<file path="src/rtl/dma_pkg.sv">
// Shared types and constants for the DMA copy/fill engine: FSM state encoding,
// transfer modes and the data-memory port ownership selects.
package dma_pkg;

    typedef enum logic [2:0] {
        ST_IDLE  = 3'd0,
        ST_ARB   = 3'd1,
        ST_READ  = 3'd2,
        ST_WRITE = 3'd3,
        ST_DONE  = 3'd4
    } dma_state_t;

    localparam logic DMA_MODE_COPY = 1'b0;
    localparam logic DMA_MODE_FILL = 1'b1;

    // Same encoding as the data memory's ctrl_by selects.
    localparam logic CPU_CTRL = 1'b0;
    localparam logic DMA_CTRL = 1'b1;

endpackage

</file>
<file path="src/rtl/dma_addr_gen.sv">
// Source/destination word pointers and remaining-word counter for the DMA engine.
// Overlapping copies with dst inside (src, src+len) walk downwards to avoid clobbering.
module dma_addr_gen #(
    parameter int ADDR_WIDTH = 32,
    parameter int LEN_WIDTH  = 8
) (
    input  logic                  cpu_clk,
    input  logic                  cpu_rst_n,
    input  logic                  load,
    input  logic                  step,
    input  logic                  copy_mode,
    input  logic [ADDR_WIDTH-1:0] src_word,
    input  logic [ADDR_WIDTH-1:0] dst_word,
    input  logic [LEN_WIDTH-1:0]  len,
    output logic [ADDR_WIDTH-1:0] cur_src,
    output logic [ADDR_WIDTH-1:0] cur_dst,
    output logic                  last
);

    localparam logic [ADDR_WIDTH-1:0] ADDR_ONE = ADDR_WIDTH'(1);
    localparam logic [LEN_WIDTH-1:0]  LEN_ONE  = LEN_WIDTH'(1);

    logic [ADDR_WIDTH-1:0] src_q;
    logic [ADDR_WIDTH-1:0] dst_q;
    logic [LEN_WIDTH-1:0]  remaining_q;
    logic                  descending_q;

    logic [ADDR_WIDTH:0]   src_ext;
    logic [ADDR_WIDTH:0]   dst_ext;
    logic [ADDR_WIDTH:0]   len_ext;
    logic [ADDR_WIDTH-1:0] len_addr;
    logic                  descending;

    // One extra bit so src+len never wraps when judging overlap.
    assign src_ext    = {1'b0, src_word};
    assign dst_ext    = {1'b0, dst_word};
    assign len_ext    = (ADDR_WIDTH+1)'(len);
    assign len_addr   = ADDR_WIDTH'(len);
    assign descending = copy_mode && (src_ext < dst_ext) && (dst_ext < src_ext + len_ext);

    assign cur_src = src_q;
    assign cur_dst = dst_q;
    assign last    = (remaining_q == LEN_ONE);

    always_ff @(posedge cpu_clk or negedge cpu_rst_n) begin
        if (!cpu_rst_n) begin
            src_q        <= '0;
            dst_q        <= '0;
            remaining_q  <= '0;
            descending_q <= 1'b0;
        end else if (load) begin
            descending_q <= descending;
            remaining_q  <= len;
            if (descending) begin
                src_q <= src_word + len_addr - ADDR_ONE;
                dst_q <= dst_word + len_addr - ADDR_ONE;
            end else begin
                src_q <= src_word;
                dst_q <= dst_word;
            end
        end else if (step) begin
            remaining_q <= remaining_q - LEN_ONE;
            if (!last) begin
                if (descending_q) begin
                    src_q <= src_q - ADDR_ONE;
                    dst_q <= dst_q - ADDR_ONE;
                end else begin
                    src_q <= src_q + ADDR_ONE;
                    dst_q <= dst_q + ADDR_ONE;
                end
            end
        end
    end

endmodule

</file>
<file path="src/rtl/dma_copy_engine.sv">
// Word-granular DMA engine driving the DMA side of L1 data memory: block copy and
// constant fill, stalling the CPU while it owns the memory ports.
module dma_copy_engine
    import dma_pkg::*;
#(
    parameter int DATA_WIDTH      = 32,
    parameter int DATA_ADDR_WIDTH = 32,
    parameter int NUM_WORDS       = 128,
    parameter int LEN_WIDTH       = 8
) (
    input  logic                       cpu_clk,
    input  logic                       cpu_rst_n,
    input  logic                       dma_start,
    input  logic                       dma_mode,
    input  logic [DATA_ADDR_WIDTH-1:0] dma_src_word,
    input  logic [DATA_ADDR_WIDTH-1:0] dma_dst_word,
    input  logic [LEN_WIDTH-1:0]       dma_len,
    input  logic [DATA_WIDTH-1:0]      dma_fill_value,
    input  logic                       cpu_mem_busy,
    input  logic [DATA_WIDTH-1:0]      data_mem_rdata,
    output logic [DATA_ADDR_WIDTH-1:0] dma_data_mem_raddr,
    output logic [DATA_ADDR_WIDTH-1:0] dma_data_mem_waddr,
    output logic [DATA_WIDTH-1:0]      dma_data_mem_wdata,
    output logic                       dma_data_mem_write,
    output logic                       data_mem_read_ctrl_by,
    output logic                       data_mem_write_ctrl_by,
    output logic                       cpu_stall,
    output logic                       dma_busy,
    output logic                       dma_done,
    output logic                       dma_error
);

    localparam logic [DATA_ADDR_WIDTH:0] MEM_LIMIT = (DATA_ADDR_WIDTH+1)'(NUM_WORDS);

    dma_state_t state_q, state_d;

    logic                       mode_q;
    logic [DATA_WIDTH-1:0]      fill_q;
    logic [DATA_WIDTH-1:0]      buf_q;
    logic                       error_q;

    logic                       accept;
    logic                       range_err;
    logic                       step;
    logic                       last;
    logic [DATA_ADDR_WIDTH-1:0] cur_src;
    logic [DATA_ADDR_WIDTH-1:0] cur_dst;
    logic [DATA_ADDR_WIDTH:0]   len_ext;
    logic [DATA_ADDR_WIDTH:0]   src_end;
    logic [DATA_ADDR_WIDTH:0]   dst_end;

    assign accept    = (state_q == ST_IDLE) && dma_start;
    assign step      = (state_q == ST_WRITE);
    assign len_ext   = (DATA_ADDR_WIDTH+1)'(dma_len);
    assign src_end   = {1'b0, dma_src_word} + len_ext;
    assign dst_end   = {1'b0, dma_dst_word} + len_ext;
    assign range_err = (dst_end > MEM_LIMIT) ||
                       ((dma_mode == DMA_MODE_COPY) && (src_end > MEM_LIMIT));
    assign dma_error = error_q;

    dma_addr_gen #(
        .ADDR_WIDTH (DATA_ADDR_WIDTH),
        .LEN_WIDTH  (LEN_WIDTH)
    ) u_addr_gen (
        .cpu_clk    (cpu_clk),
        .cpu_rst_n  (cpu_rst_n),
        .load       (accept),
        .step       (step),
        .copy_mode  (dma_mode == DMA_MODE_COPY),
        .src_word   (dma_src_word),
        .dst_word   (dma_dst_word),
        .len        (dma_len),
        .cur_src    (cur_src),
        .cur_dst    (cur_dst),
        .last       (last)
    );

    always_ff @(posedge cpu_clk or negedge cpu_rst_n) begin
        if (!cpu_rst_n) begin
            state_q <= ST_IDLE;
        end else begin
            state_q <= state_d;
        end
    end

    // Latched request config and the copy data buffer.
    always_ff @(posedge cpu_clk or negedge cpu_rst_n) begin
        if (!cpu_rst_n) begin
            mode_q  <= DMA_MODE_COPY;
            fill_q  <= '0;
            buf_q   <= '0;
            error_q <= 1'b0;
        end else begin
            if (accept) begin
                mode_q  <= dma_mode;
                fill_q  <= dma_fill_value;
                error_q <= range_err;
            end
            if (state_q == ST_READ) begin
                buf_q <= data_mem_rdata;
            end
        end
    end

    always_comb begin
        state_d = state_q;
        unique case (state_q)
            ST_IDLE: begin
                if (dma_start) begin
                    if (range_err || (dma_len == '0)) begin
                        state_d = ST_DONE;
                    end else begin
                        state_d = ST_ARB;
                    end
                end
            end
            ST_ARB: begin
                if (!cpu_mem_busy) begin
                    state_d = (mode_q == DMA_MODE_COPY) ? ST_READ : ST_WRITE;
                end
            end
            ST_READ:  state_d = ST_WRITE;
            ST_WRITE: begin
                if (last) begin
                    state_d = ST_DONE;
                end else if (mode_q == DMA_MODE_COPY) begin
                    state_d = ST_READ;
                end
            end
            ST_DONE:  state_d = ST_IDLE;
            default:  state_d = ST_IDLE;
        endcase
    end

    // Moore decode: ARB holds the CPU off but leaves the ports with it until it is idle.
    always_comb begin
        dma_data_mem_raddr     = '0;
        dma_data_mem_waddr     = '0;
        dma_data_mem_wdata     = '0;
        dma_data_mem_write     = 1'b0;
        data_mem_read_ctrl_by  = CPU_CTRL;
        data_mem_write_ctrl_by = CPU_CTRL;
        cpu_stall              = 1'b0;
        dma_busy               = (state_q != ST_IDLE);
        dma_done               = 1'b0;
        unique case (state_q)
            ST_ARB: begin
                cpu_stall = 1'b1;
            end
            ST_READ: begin
                cpu_stall             = 1'b1;
                data_mem_read_ctrl_by = DMA_CTRL;
                dma_data_mem_raddr    = cur_src;
            end
            ST_WRITE: begin
                cpu_stall              = 1'b1;
                data_mem_write_ctrl_by = DMA_CTRL;
                dma_data_mem_write     = 1'b1;
                dma_data_mem_waddr     = cur_dst;
                dma_data_mem_wdata     = (mode_q == DMA_MODE_FILL) ? fill_q : buf_q;
            end
            ST_DONE: begin
                dma_done = 1'b1;
            end
            default: ;
        endcase
    end

endmodule

</file>
<file path="config.mk">
export PLATFORM = sky130hd
export DESIGN_NAME = dma_copy_engine
export DESIGN_NICKNAME = d
export VERILOG_FILES = /design/src/rtl/dma_pkg.sv /design/src/rtl/dma_addr_gen.sv /design/src/rtl/dma_copy_engine.sv
export SDC_FILE = /design/constraint.sdc
export NUM_CORES = 1
export LEC_CHECK = 0
export CAP_MARGIN = 20
export CELL_PAD_IN_SITES_DETAIL_PLACEMENT = 1
export CELL_PAD_IN_SITES_GLOBAL_PLACEMENT = 2
export CORE_MARGIN = 1
export CORE_UTILIZATION = 35
export DETAILED_ROUTE_END_ITERATION = 12
export DONT_BUFFER_PORTS = 1
export GPL_ROUTABILITY_DRIVEN = 0
export PLACE_DENSITY_LB_ADDON = 0.1
export SYNTH_ARGS = -nofsm -noshare
export SYNTH_HDL_FRONTEND = slang
export SYNTH_SLANG_ARGS = --single-unit
</file>
<file path="constraint.sdc">
create_clock -name cpu_clk -period 3.75 [get_ports cpu_clk]
set_input_delay 0.75 -clock cpu_clk [delete_from_list [all_inputs] [get_ports cpu_clk]]
set_output_delay 0.75 -clock cpu_clk [all_outputs]
set_load 0.05 [all_outputs]
</file>
==> flow_summary.yaml <==
run_status:
  outcome: "finished with violations"
  violations: "negative setup slack"
synth:
  synth.avg_cell_area_um2: 7.902
  async_flop_share_pct: 100.0
  synthTopCellsByArea: "dfrtp_1, ha_1, a21oi_1"
  yosysTopAreaCellShare_pct: 20.42
  ys_seq_area_share_pct: 20.42
  synth_top_area_cell: "dfrtp_1"
  synth_edf_count: 0
  synth-seq-cells: 142
  netlist_instances: 2202
  ys_types: 83
  synth_warnings: 0
  syn_area_um2: 17400
  ys.flop_type: "dfrtp_1"
  syn-num-nets: 2611
sta:
  max_freq_mhz: 234.8
  setup_ws_ns: -0.5088
  fin_skew_ns: 0.01897
  fin_crit_ns: 4.259
  timing.final.crit_share_pct: 113.6
  rsz0062_at_grt: "true"
  report.final.hold_viol_count: 0
  setup-tns-final_ns: -25.91
  timing.hold.ws_ns: 0.1262
  tightestPinTransition_ns: 1.026
  report.final.slew_viol_count: 0
  relSlewSlack_pct: 30.95
  setup-violations-final: 66
pwr:
  cellLeakagePower_nw: 10.46
  peakVddDrop_mv: 0.2749
  power.density_nw_per_um2: 650.7
grt:
  grt_max_degree: 143
  grt_pass1_wl_um: 111700
  grt_use_total_pct: 28.89
  grt_pass1_vias: 18530
  grt_antenna_before_repair: 1
  grt-ovfl-total: 0
route:
  drc_errors: 0
  ant_nets: 0
  vias: 17890
  dr.first_iter.drc_count: 961
  viasPerCell: 5.679
  wl_per_cell_um: 23.35
  routed_wl_um: 73570
  drt_first_pass_iters: 5
clocking:
  clk_latency_ns: 0.48
  cts_made_buffers: 17
  cts_tree: "built"
  cts_root_buf: "clkbuf_16"
  cts_sinks: 142
  clkTransAtPathRegs_ns: 0.07
  cts_htree_levels: 4
  cts_buffer_depth: 2
worst_setup_path:
  start_kind: "input pin"
  critPathKind: "input pin to flop"
  worstPathArrival_ns: 4.59
  r2r_end: "u_addr_gen.cur_dst[31]"
  r2r-start: "u_addr_gen.descending_q"
  reg2regPathDepth: 15
  cp.required_ns: 4.08
  end_kind: "flop"
  ff2ff_setup_slack_ns: 0.23
  cp_max_fo: 8
cells_and_area:
  drive_gt1_share_pct: 24.41
  layout_commonest_cell: "buf_4"
  fin_util_pct: 46.33
  fill_cells: 5832
  layout_common_cells: "buf_4, ha_1, nand2_1"
  finish.instance_area_um2: 22680
  nets: 2879
  area_delta_synth_final_pct: 30.35
placement:
  portBuffers: 0
  place_hpwl_um: 56530
  post-place-ws_ns: -1.228
  place_area_um2: 20260
die:
  dieHeight_um: 225.0
  ios: 244
  dieArea_um2: 50610
  die_w_um: 225.0
  num_rows: 81
  core_um2: 48950
  initial_core_util_pct: 35.54
flow_run:
  drv_cap: 0
min_path:
  hold_path.class: "input pin to async pin"
[cells in the mapped netlist, types with 5 or more instances]
cell	number
a2111oi_0	6
a211o_1	7
a211oi_1	55
a21boi_0	10
a21o_1	55
a21oi_1	201
a22oi_1	10
a311oi_1	6
a31o_2	6
a31oi_1	22
a41oi_1	6
and2_1	68
and3_1	21
and4_1	8
clkbuf_1	69
dfrtp_1	142
fa_1	6
ha_1	262
inv_1	144
mux2_2	34
mux2i_1	52
nand2_1	225
nand2b_1	18
nand3_1	44
nand4_1	24
nor2_1	182
nor2b_1	22
nor3_1	43
nor3b_1	8
nor4_1	20
o2111ai_1	5
o211ai_1	18
o21a_1	21
o21ai_0	117
o21bai_1	14
o22ai_1	9
o311a_1	5
o31a_1	5
o31ai_1	15
or3_1	10
xnor2_1	101
xor2_1	32
[worst max path at each step]
| stage | startpoint | to | slack [ns] | cells after the start |
|---|---|---|---|---|
| final | dma_src_word[0] | u_addr_gen.cur_src[2] | -0.51 | 22 |
| after global routing | dma_src_word[0] | u_addr_gen.cur_src[24] | -0.67 | 23 |
| after floorplan | dma_src_word[0] | u_addr_gen.cur_src[28] | -0.64 | 21 |
| after global placement | dma_src_word[0] | u_addr_gen.cur_dst[23] | -1.03 | 20 |
| after detailed placement | dma_len[2] | u_addr_gen.cur_dst[31] | -1.23 | 21 |
| after CTS | dma_len[0] | u_addr_gen.cur_src[3] | -0.41 | 23 |
[cell type report]
type / instances / area, um2 / share of cell area, %
well taps: 664 / 830.8 / 3.663
flip-flops and latches: 142 / 3556 / 15.68
inverters: 145 / 549.3 / 2.422
clock inverters: 14 / 125.1 / 0.5517
diodes: 3 / 7.507 / 0.03310
multi-input cells: 1838 / 14330 / 63.19
clock buffers: 18 / 429.2 / 1.892
repair buffers: 326 / 2851 / 12.57
[power by group]
group / internal, mW / switching (mW)
Combinational: 4.13 / 5.84
Sequential: 2.30 / 0.811
Clock: 0.869 / 0.814
[worst max-delay path: stages]
cell	delay, ns
ha_4	0.15
fa_2	0.37
a21o_1	0.18
a21oi_2	0.17
o21ai_2	0.12
and2_4	0.19
nand2_1	0.07
xnor2_1	0.16
ha_1	0.31
a211oi_2	0.25
o21ai_2	0.10
a211oi_2	0.26
o31ai_2	0.11
a211o_1	0.31
a31oi_4	0.18
o21ai_4	0.10
buf_12	0.15
buf_12	0.14
buf_8	0.13
buf_4	0.13
a211oi_2	0.17
a21oi_1	0.06
[what timing repair did]
action | in CTS | in global routing
hold endpoints to repair | 142 | 68
buffers inserted | 29 | 11
gates resized for setup | 188 | 114
pin swaps | 95 | 57
cloned | 9 | 0
endpoints found under the setup margin | 67 | 67
[registers in the layout, summed over array words and instances (netlist names)]
| signal | cells |
|---|---|
| fill_q | 32 |
| u_addr_gen.remaining_q | 8 |
| mode_q | 1 |
| u_addr_gen.descending_q | 1 |
| buf_q | 32 |
| u_addr_gen.cur_src | 32 |
| state_q | 3 |
| dma_error | 1 |
| u_addr_gen.cur_dst | 32 |
[cell families after synthesis]
group | synth area share, %
compound gates | 23.67
xor+xnor | 6.695
fa+ha+maj | 19.53
buf+inv | 4.832
flops | 20.42
mux | 5.192
simple gates | 19.66
[metrics by stage]
stage,cells,total power [mW]
after global routing,3148,15.89
after floorplan,2202,9.519
final,3150,14.76
after detailed placement,3074,12.24
after CTS,3141,14.49
after global placement,3074,12.02
[layer usage]
layer | wire (um) | share of wire (%) | vias up | track usage, %
li1 | - | - | 8490 | -
met2 | 33150 | 45 | 423 | 46.20
met5 | 0 | 0 | - | 0
met4 | 1478 | 2.0 | 0 | 7.637
met3 | 3798 | 5.2 | 69 | 4.694
met1 | 35140 | 48 | 8907 | 40.06
Power figures use the tool's default switching activity.
